[src/rtl/fetch_if.sv]
// Handshake bundle between the fetch stage, the instruction ROM and the control unit.
// The fetch stage uses the master view; the ROM/control-unit side uses the slave view.
interface fetch_if #(
    parameter int PC_WIDTH = 8
) ();
    logic                stall;
    logic                L_PC;
    logic [PC_WIDTH-1:0] pc_target;
    logic [PC_WIDTH-1:0] imem_addr;
    logic [14:0]         imem_rdata;
    logic [6:0]          opcode;
    logic [7:0]          literal;
    logic                instr_valid;
    logic [PC_WIDTH-1:0] pc;
    logic                halted;
    logic                pc_wrap;
    logic [15:0]         retired;

    modport master (
        input  stall, L_PC, pc_target, imem_rdata,
        output imem_addr, opcode, literal, instr_valid, pc, halted, pc_wrap, retired
    );

    modport slave (
        output stall, L_PC, pc_target, imem_rdata,
        input  imem_addr, opcode, literal, instr_valid, pc, halted, pc_wrap, retired
    );
endinterface

[src/rtl/fetch_unit.sv]
// Instruction fetch stage: owns the PC, addresses a synchronous ROM, applies
// zero-bubble jumps from the control unit and tracks halt, wrap and retire count.
module fetch_unit #(
    parameter int                  PC_WIDTH    = 8,
    parameter logic [PC_WIDTH-1:0] RESET_PC    = {PC_WIDTH{1'b0}},
    parameter logic [6:0]          HALT_OPCODE = 7'h7F
) (
    input  logic     clk,
    input  logic     reset,
    fetch_if.master  bus
);
    typedef enum logic {
        ST_RUN  = 1'b0,
        ST_HALT = 1'b1
    } state_e;

    state_e              state_q;
    logic [PC_WIDTH-1:0] pc_q;
    logic                instr_valid_q;
    logic                pc_wrap_q;
    logic [15:0]         retired_q;

    logic [PC_WIDTH-1:0] addr_d;
    logic [6:0]          rd_opcode_s;
    logic                halt_instr_s;
    logic                retire_s;
    logic                seq_s;

    // Next fetch address in priority order, plus retire/halt/sequential decode.
    always_comb begin
        rd_opcode_s  = bus.imem_rdata[14:8];
        halt_instr_s = instr_valid_q && (rd_opcode_s == HALT_OPCODE);
        retire_s     = (state_q == ST_RUN) && instr_valid_q && !bus.stall;
        seq_s        = 1'b0;
        addr_d       = pc_q;
        if (reset) begin
            addr_d = RESET_PC;
        end else if (state_q == ST_HALT) begin
            addr_d = pc_q;
        end else if (bus.stall) begin
            addr_d = pc_q;
        end else if (!instr_valid_q) begin
            // Priming cycle after reset: the ROM already holds RESET_PC, re-read it.
            addr_d = pc_q;
        end else if (halt_instr_s) begin
            addr_d = pc_q;
        end else if (bus.L_PC) begin
            addr_d = bus.pc_target;
        end else begin
            addr_d = pc_q + {{(PC_WIDTH-1){1'b0}}, 1'b1};
            seq_s  = 1'b1;
        end
    end

    // Architectural state: PC tracks the ROM address, halt FSM, wrap flag, retire count.
    always_ff @(posedge clk) begin
        if (reset) begin
            pc_q          <= RESET_PC;
            instr_valid_q <= 1'b0;
            state_q       <= ST_RUN;
            pc_wrap_q     <= 1'b0;
            retired_q     <= 16'h0000;
        end else begin
            pc_q <= addr_d;
            if (retire_s && (retired_q != 16'hFFFF)) begin
                retired_q <= retired_q + 16'h0001;
            end
            if (seq_s && (&pc_q)) begin
                pc_wrap_q <= 1'b1;
            end
            case (state_q)
                ST_RUN: begin
                    if (retire_s && halt_instr_s) begin
                        state_q       <= ST_HALT;
                        instr_valid_q <= 1'b0;
                    end else begin
                        instr_valid_q <= 1'b1;
                    end
                end
                ST_HALT: begin
                    instr_valid_q <= 1'b0;
                end
                default: begin
                    state_q       <= ST_RUN;
                    instr_valid_q <= 1'b0;
                end
            endcase
        end
    end

    assign bus.imem_addr   = addr_d;
    assign bus.opcode      = instr_valid_q ? rd_opcode_s : 7'h00;
    assign bus.literal     = instr_valid_q ? bus.imem_rdata[7:0] : 8'h00;
    assign bus.instr_valid = instr_valid_q;
    assign bus.pc          = pc_q;
    assign bus.halted      = (state_q == ST_HALT);
    assign bus.pc_wrap     = pc_wrap_q;
    assign bus.retired     = retired_q;
endmodule

[src/flat_wrapper.sv]
// flat-port wrapper written by rule: the top's interface ports become plain ports
module fetch_unit_flat 
#(
    parameter int                  PC_WIDTH    = 8,
    parameter logic [PC_WIDTH-1:0] RESET_PC    = {PC_WIDTH{1'b0}},
    parameter logic [6:0]          HALT_OPCODE = 7'h7F
)
  (clk, reset, bus_stall, bus_L_PC, bus_pc_target, bus_imem_rdata, bus_imem_addr, bus_opcode, bus_literal, bus_instr_valid, bus_pc, bus_halted, bus_pc_wrap, bus_retired);
  fetch_if #(.PC_WIDTH(PC_WIDTH)) bus_i ();
  input  logic clk;
  input  logic reset;
  input wire logic [$bits(bus_i.stall)-1:0] bus_stall;
  input wire logic [$bits(bus_i.L_PC)-1:0] bus_L_PC;
  input wire logic [$bits(bus_i.pc_target)-1:0] bus_pc_target;
  input wire logic [$bits(bus_i.imem_rdata)-1:0] bus_imem_rdata;
  output wire logic [$bits(bus_i.imem_addr)-1:0] bus_imem_addr;
  output wire logic [$bits(bus_i.opcode)-1:0] bus_opcode;
  output wire logic [$bits(bus_i.literal)-1:0] bus_literal;
  output wire logic [$bits(bus_i.instr_valid)-1:0] bus_instr_valid;
  output wire logic [$bits(bus_i.pc)-1:0] bus_pc;
  output wire logic [$bits(bus_i.halted)-1:0] bus_halted;
  output wire logic [$bits(bus_i.pc_wrap)-1:0] bus_pc_wrap;
  output wire logic [$bits(bus_i.retired)-1:0] bus_retired;
  assign bus_i.stall = bus_stall;
  assign bus_i.L_PC = bus_L_PC;
  assign bus_i.pc_target = bus_pc_target;
  assign bus_i.imem_rdata = bus_imem_rdata;
  assign bus_imem_addr = bus_i.imem_addr;
  assign bus_opcode = bus_i.opcode;
  assign bus_literal = bus_i.literal;
  assign bus_instr_valid = bus_i.instr_valid;
  assign bus_pc = bus_i.pc;
  assign bus_halted = bus_i.halted;
  assign bus_pc_wrap = bus_i.pc_wrap;
  assign bus_retired = bus_i.retired;
  fetch_unit #(.PC_WIDTH(PC_WIDTH), .RESET_PC(RESET_PC), .HALT_OPCODE(HALT_OPCODE)) u_core (.clk(clk), .reset(reset), .bus(bus_i));
endmodule
[config.mk]
export PLATFORM = sky130hd
export DESIGN_NAME = fetch_unit_flat
export DESIGN_NICKNAME = d
export VERILOG_FILES = /design/src/rtl/fetch_if.sv /design/src/rtl/fetch_unit.sv /design/src/flat_wrapper.sv
export SDC_FILE = /design/constraint.sdc
export NUM_CORES = 1
export LEC_CHECK = 0
export BUFFER_PORTS_ARGS = -buffer_cell sky130_fd_sc_hd__buf_4
export CORE_MARGIN = 2
export CORE_UTILIZATION = 31
export DETAILED_ROUTE_END_ITERATION = 8
export HOLD_SLACK_MARGIN = 0.03
export SETUP_SLACK_MARGIN = 0.15
export SLEW_MARGIN = 20
export SYNTH_ARGS = -nofsm -noshare
export SYNTH_HDL_FRONTEND = slang
export SYNTH_SLANG_ARGS = --single-unit
[constraint.sdc]
create_clock -name clk -period 2.4 [get_ports clk]
set_clock_uncertainty 0.15 [all_clocks]
set_input_delay 0.12 -clock clk [delete_from_list [all_inputs] [get_ports clk]]
set_output_delay 0.12 -clock clk [all_outputs]
set_load 0.01 [all_outputs]
Word level (Yosys, flattened, before mapping)
Index checks and enable logic that the tools add are counted.
Widths: inputs -> output; s select.
{ "word_totals": {"in_bits": 27, "out_inout_bits": 50, "mem_bits_rw": 0, "romBits": 0, "word_cells": 36, "reg_bits": 27, "latchBits": 0, "mem_count": 0} }
{ "op_classes": {"reduce_logical": 8, "mul": 0, "div": 0, "mux": 18, "bitwise_logic": 1, "addsub": 2, "order_cmp": 0, "shift": 0, "n_eq_ne": 2} }
{ "op_table": {"columns": ["cell", "n"], "rows": [
  ["$mux 8", 7],
  ["$add 16x1->16 const B", 1],
  ["$ne 16x16->1 const B", 1],
  ["$mux 1", 9],
  ["$add 8x1->8 const B", 1],
  ["$reduce_and 8->1", 1],
  ["$eq 7x7->1 const B", 1],
  ["$mux 7", 1],
  ["$logic_and 1x1->1", 6],
  ["$pmux 1 s2", 1],
  ["$logic_not 1->1", 1],
  ["$not 1->1", 1]
]} }

Longest topological paths before layout
{ "logic_depth": {"word_depth": 8, "mapped_depth": 6, "mapped_depth_nobuf": 5} }

Least setup slack after synthesis
Ideal clock, no wire load.
{ "synth_path": {"kind": "register to output", "startpoint": "register u_core.instr_valid_q, in the netlist u_core.bus.instr_valid", "endpoint": "output port bus_imem_addr[0]", "arrival_time_ps": 1658, "path_slack_ps": 472, "path_buffers": 2, "path_stages_with_launch": 7, "t_required_ps": 2130, "cell_sequence": "dfxtp_1 -> or3b_1 -> buf_6 -> a21oi_2 -> buf_4 -> nor2_1 -> nor3_1"} }
{ "synth_between": {"elab_chain_len": 6} }
{ "synth_rtl": {"columns": ["item", "line", "text"], "rows": [
  ["start: declaration", "fetch_unit.sv:19", "logic instr_valid_q;"],
  ["start signal: assignment", "fetch_unit.sv:59", "instr_valid_q <= 1'b0;"],
  ["start signal: assignment", "fetch_unit.sv:75", "instr_valid_q <= 1'b0;"],
  ["start signal: assignment", "fetch_unit.sv:77", "instr_valid_q <= 1'b1;"],
  ["$logic_and 1x1->1", "fetch_unit.sv:32", "halt_instr_s = instr_valid_q && (rd_opcode_s == HALT_OPCODE);"],
  ["$mux 8", "fetch_unit.sv:45", "end else if (halt_instr_s) begin"],
  ["$mux 8 (*)", "fetch_unit.sv:42", "end else if (!instr_valid_q) begin"],
  ["$mux 8 (*)", "fetch_unit.sv:40", "end else if (bus.stall) begin"],
  ["$mux 8 (*)", "fetch_unit.sv:38", "end else if (state_q == ST_HALT) begin"],
  ["$mux 8 (*)", "fetch_unit.sv:36", "if (reset) begin"],
  ["end: declaration", "flat_wrapper.sv:16", "output wire logic [$bits(bus_i.imem_addr)-1:0] bus_imem_addr;"]
]} }
Mark *: on every way between the ends. The rest lies on a longest branch, timed or not.

Worst setup path after layout
{ "layout_path": {"startpoint": "register u_core.state_q, in the netlist u_core.bus.halted", "endpoint": "output port bus_imem_addr[0]"} }
{ "layout_between": {"elab_chain_len": 2} }
{ "layout_rtl": {"columns": ["item", "line", "text"], "rows": [
  ["start: declaration", "fetch_unit.sv:17", "state_e state_q;"],
  ["start signal: assignment", "fetch_unit.sv:60", "state_q <= ST_RUN;"],
  ["start signal: assignment", "fetch_unit.sv:74", "state_q <= ST_HALT;"],
  ["start signal: assignment", "fetch_unit.sv:84", "state_q <= ST_RUN;"],
  ["$mux 8", "fetch_unit.sv:38", null],
  ["$mux 8", "fetch_unit.sv:36", null]
]} }
Every way passes these cells.

==> impl.org <==
** Outcome
- The run finished with clean final reports.

** STA
- Final TNS setup :: 0 ns
- Setup-violating endpoint count in the final report :: 0
- Setup repair after global routing could not meet its margin everywhere.
- The number of hold violations in the final report is 0.
- Least-Margin Pin Slew :: around 0.4 ns
- Measured against its own limit, the worst slew margin works out to 72.8%.
- Worst hold slack across all endpoints :: ~0.074 ns
- Final critical path time including I/O delays and setup :: 2.15 ns
- Crit share post-route :: ~90%
- Once routing completed, OpenROAD measured the worst setup slack at around 0.25 ns.
- The max-slew violation count came to 0.
- For this run, the top clock speed supported by timing is approximately 0.47 GHz.

** Routing
- The final layout contains routed wiring with a total length of roughly 4300 um.
- Antenna Violating Nets Remaining :: 0
- The first TritonRoute pass finished after 4 iterations.
- After detailed routing, the number of remaining DRC violations is 0.
- After detailed routing, the average wire length per cell comes to 12.4 um.
- Initial DRC count :: between 70 and 80
- Vias per inst :: around 5.1
- The final route contains roughly 1.8k vias.

** Setup path
- The worst setup path is captured at an output port.
- Crit path required time :: ~2.1 ns
- Along the worst path, the maximum fanout reaches 7.
- Setup Crit Path Kind :: reg2out
- Startpoint type of the worst setup path :: register
- Counting cells, the worst reg-to-reg path comes to 5.
- Data arrives at the worst endpoint at 1.88 ns.

** Cells and area
- After routing the design area is between 2000 and 2500 um2.
- The repair_antennas step left the layout with diodes totalling 0.
- Signed area change from the synthesized netlist to the final layout :: 45.0%
- Nets :: roughly 300
- Layout cell share with drive strength beyond 1 :: a little over a third
- For this run, the share of the core covered by cells in the final layout is between 40% and 50%.

** Floorplan
- The die covers between 5000 and 6000 um2.
- The initial utilization of the core area, before any placement, comes to approximately a third.
- Die Y-Extent :: between 70 and 80 um
- After floorplanning, the core was sized to cover 5040 um2.
- During I/O placement, the number of pins put on the boundary was 77.
- The die is ~76 um wide.
- Core Rows :: 26

** Placement
- Input and output buffers added on the ports amount to 76.
- Before CTS, the worst setup slack after placement is between 0.3 and 0.4 ns.
- Summing all placed instances gives a cell area of 2250 um2.
- The HPWL after detailed placement is ~3200 um.
- At the end of routability-driven placement, the weighted congestion stood at 0.772.

** Global routing
- Via count of the first global-routing pass :: 1532
- Global routing used between 10% and 20% of the available tracks across all layers.
- First-pass GRT wire length :: approximately 6900 um
- The number of antenna violations at the first check in global routing came to 0.
- The total overflow left after global routing is 0.
- Pin count of the biggest net entering global routing :: 39

** Min path
- Hold crit path type :: in2reg
- Worst hold path depth :: 5

** Logic synthesis
- Share of flip-flops with an asynchronous set or reset after synthesis :: 0%
- Sequential share of the synthesized area :: approximately 34%
- The mapped netlist covers ~1600 um2.
- The number of nets handed over by synthesis was approximately 230.
- Post-Syn Area per Cell :: 8.16 um2
- Synthesis handed over a netlist of slightly below 200 instances.
- Summed over all instances, the cell type with the most area after synthesis is sky130_fd_sc_hd__dfxtp_1.
- The synthesized netlist contains 47 unique library cells.
- Synthesis inferred 27 register bits.
- Commonest register cell after synthesis :: sky130_fd_sc_hd__dfxtp_1
- Proportion of netlist area held by the largest area contributor :: 33.6%
- The synthesized design contains 0 enable-type register cells.
- Count of synthesis-stage warnings from yosys :: 0
- By area the synthesized netlist is led by sky130_fd_sc_hd__dfxtp_1 34%, sky130_fd_sc_hd__a21oi_1 6.2%, sky130_fd_sc_hd__and2_1 5.8%.

** CTS
- The later pin in the worst-skew pair is clocked with a latency of ~0.28 ns.
- In this run the number of H-tree levels came out at 1.
- CTS placed an instance of sky130_fd_sc_hd__clkbuf_8 at the clock tree root.
- Number of buffers added by the clock tree synthesis step :: 3
- After clock tree synthesis, the clock-pin slew on the worst setup and hold paths is 0.09 ns.
- CTS tree :: yes
- The clock passes through at most 2 buffers.
- CTS saw 27 sinks.

** Flow run
- Max-cap violations in this run came to 0.

** Power and ir drop
- Power density relative to cell area :: about 390 nW/um2
- The worst-case IR drop observed on VDD is ~0.00026 V.
- In this run the static leakage power is around 1 nW.
==> worst paths after layout <==
check | startpoint | endpoint | slack (ns)
setup / recovery | u_core.bus.halted | bus_imem_addr[0] | 0.25
hold / removal | bus_pc_target[5] | u_core.bus.pc[5] | 0.07
setup reg to reg | u_core.bus.retired[0] | u_core.bus.retired[0] | 0.36
hold reg to reg | u_core.bus.pc_wrap | u_core.bus.pc_wrap | 0.34
==> state kept, by name, indices dropped and copies added (netlist names) <==
name and cells:
u_core.bus.halted 1, u_core.bus.instr_valid 1, u_core.bus.pc 8, u_core.bus.pc_wrap 1, u_core.bus.retired 16
==> area by class of cell <==
class / count / area (um2)
tap: 70 / 87.6
clock buffer: 3 / 41.3
sequential: 27 / 541
inverter: 4 / 15.0
timing repair buffer: 81 / 611
clock inverter: 1 / 7.51
fill: 520 / 2710
multi-input combinational: 157 / 1030
==> where the power goes <==
| part | internal (W) | switching [W] | total [W] |
|---|---|---|---|
| Sequential | 0.000457 | 0.0000114 | 0.000468 |
| Combinational | 0.0000925 | 0.0000810 | 0.000173 |
| Clock | 0.000118 | 0.000153 | 0.000271 |
| Total | 0.000667 | 0.000246 | 0.000913 |
==> critical path, cell delays in order (launching register included) <==
cell and delay [ns]:
sky130_fd_sc_hd__dfxtp_1 0.36, sky130_fd_sc_hd__or3b_4 0.45, sky130_fd_sc_hd__a21o_1 0.26, sky130_fd_sc_hd__a211oi_1 0.30, sky130_fd_sc_hd__nor3_1 0.08, sky130_fd_sc_hd__buf_4 0.16
==> cells in the final DEF, fill, tap and decap left out, types with 5 or more instances in the layout <==
cell and instances:
sky130_fd_sc_hd__buf_4 80, sky130_fd_sc_hd__dfxtp_1 27, sky130_fd_sc_hd__a21oi_1 20, sky130_fd_sc_hd__and2_1 15
sky130_fd_sc_hd__nor2_1 15, sky130_fd_sc_hd__nand2_1 12, sky130_fd_sc_hd__nor3_1 10, sky130_fd_sc_hd__nand3_1 7
sky130_fd_sc_hd__nand4_1 5, sky130_fd_sc_hd__and3_1 5, sky130_fd_sc_hd__o21ai_0 5
==> repair_timing <==
item	in CTS	in global routing
endpoints found under the hold margin	1	0
buffers inserted	0	0
gates resized for setup	1	3
hold buffers	1	0
setup endpoints to repair	2	4
==> cells by family after synthesis <==
group	synth area share, %
AND/OR/NAND/NOR	36.4
AO/OA/AOI/OAI	22.1
flip-flops	33.6
buffers and inverters	3.74
multiplexers	1.95
adder cells (fa/ha/maj)	1.56
XOR/XNOR	0.545
==> synth_stat cells, drive strengths merged (3+ instances only) <==
| cell | instances |
|---|---|
| a31oi | 3 |
| clkbuf | 7 |
| nor3 | 11 |
| and2 | 15 |
| o31ai | 3 |
| and3 | 5 |
| dfxtp | 27 |
| nand2b | 4 |
| nand4 | 6 |
| o21ai | 9 |
| and4 | 4 |
| a211oi | 6 |
| nor4 | 3 |
| inv | 4 |
| nand3 | 7 |
| nand2 | 12 |
| or3 | 3 |
| nor2 | 15 |
| a21oi | 21 |
==> per-stage QoR <==
stage / instances / total power (W)
finish: 343 / 0.000913
global route: 343 / 0.000957
CTS: 343 / 0.000924
detailed placement: 338 / 0.000649
global placement: 338 / 0.000648
floorplan: 197 / 0.000561
==> per-layer routing <==
metal	global-route usage, %	part of all wire, %	routed length (um)	vias to the layer above
li1	-	-	-	892
met1	17.7	47	2000	805
met2	24.2	46	1970	56
met3	3.32	6.2	266	2
met4	3.64	0.56	24	0
met5	0	0	0	-
No activity file was read; power rests on OpenSTA's default activity.
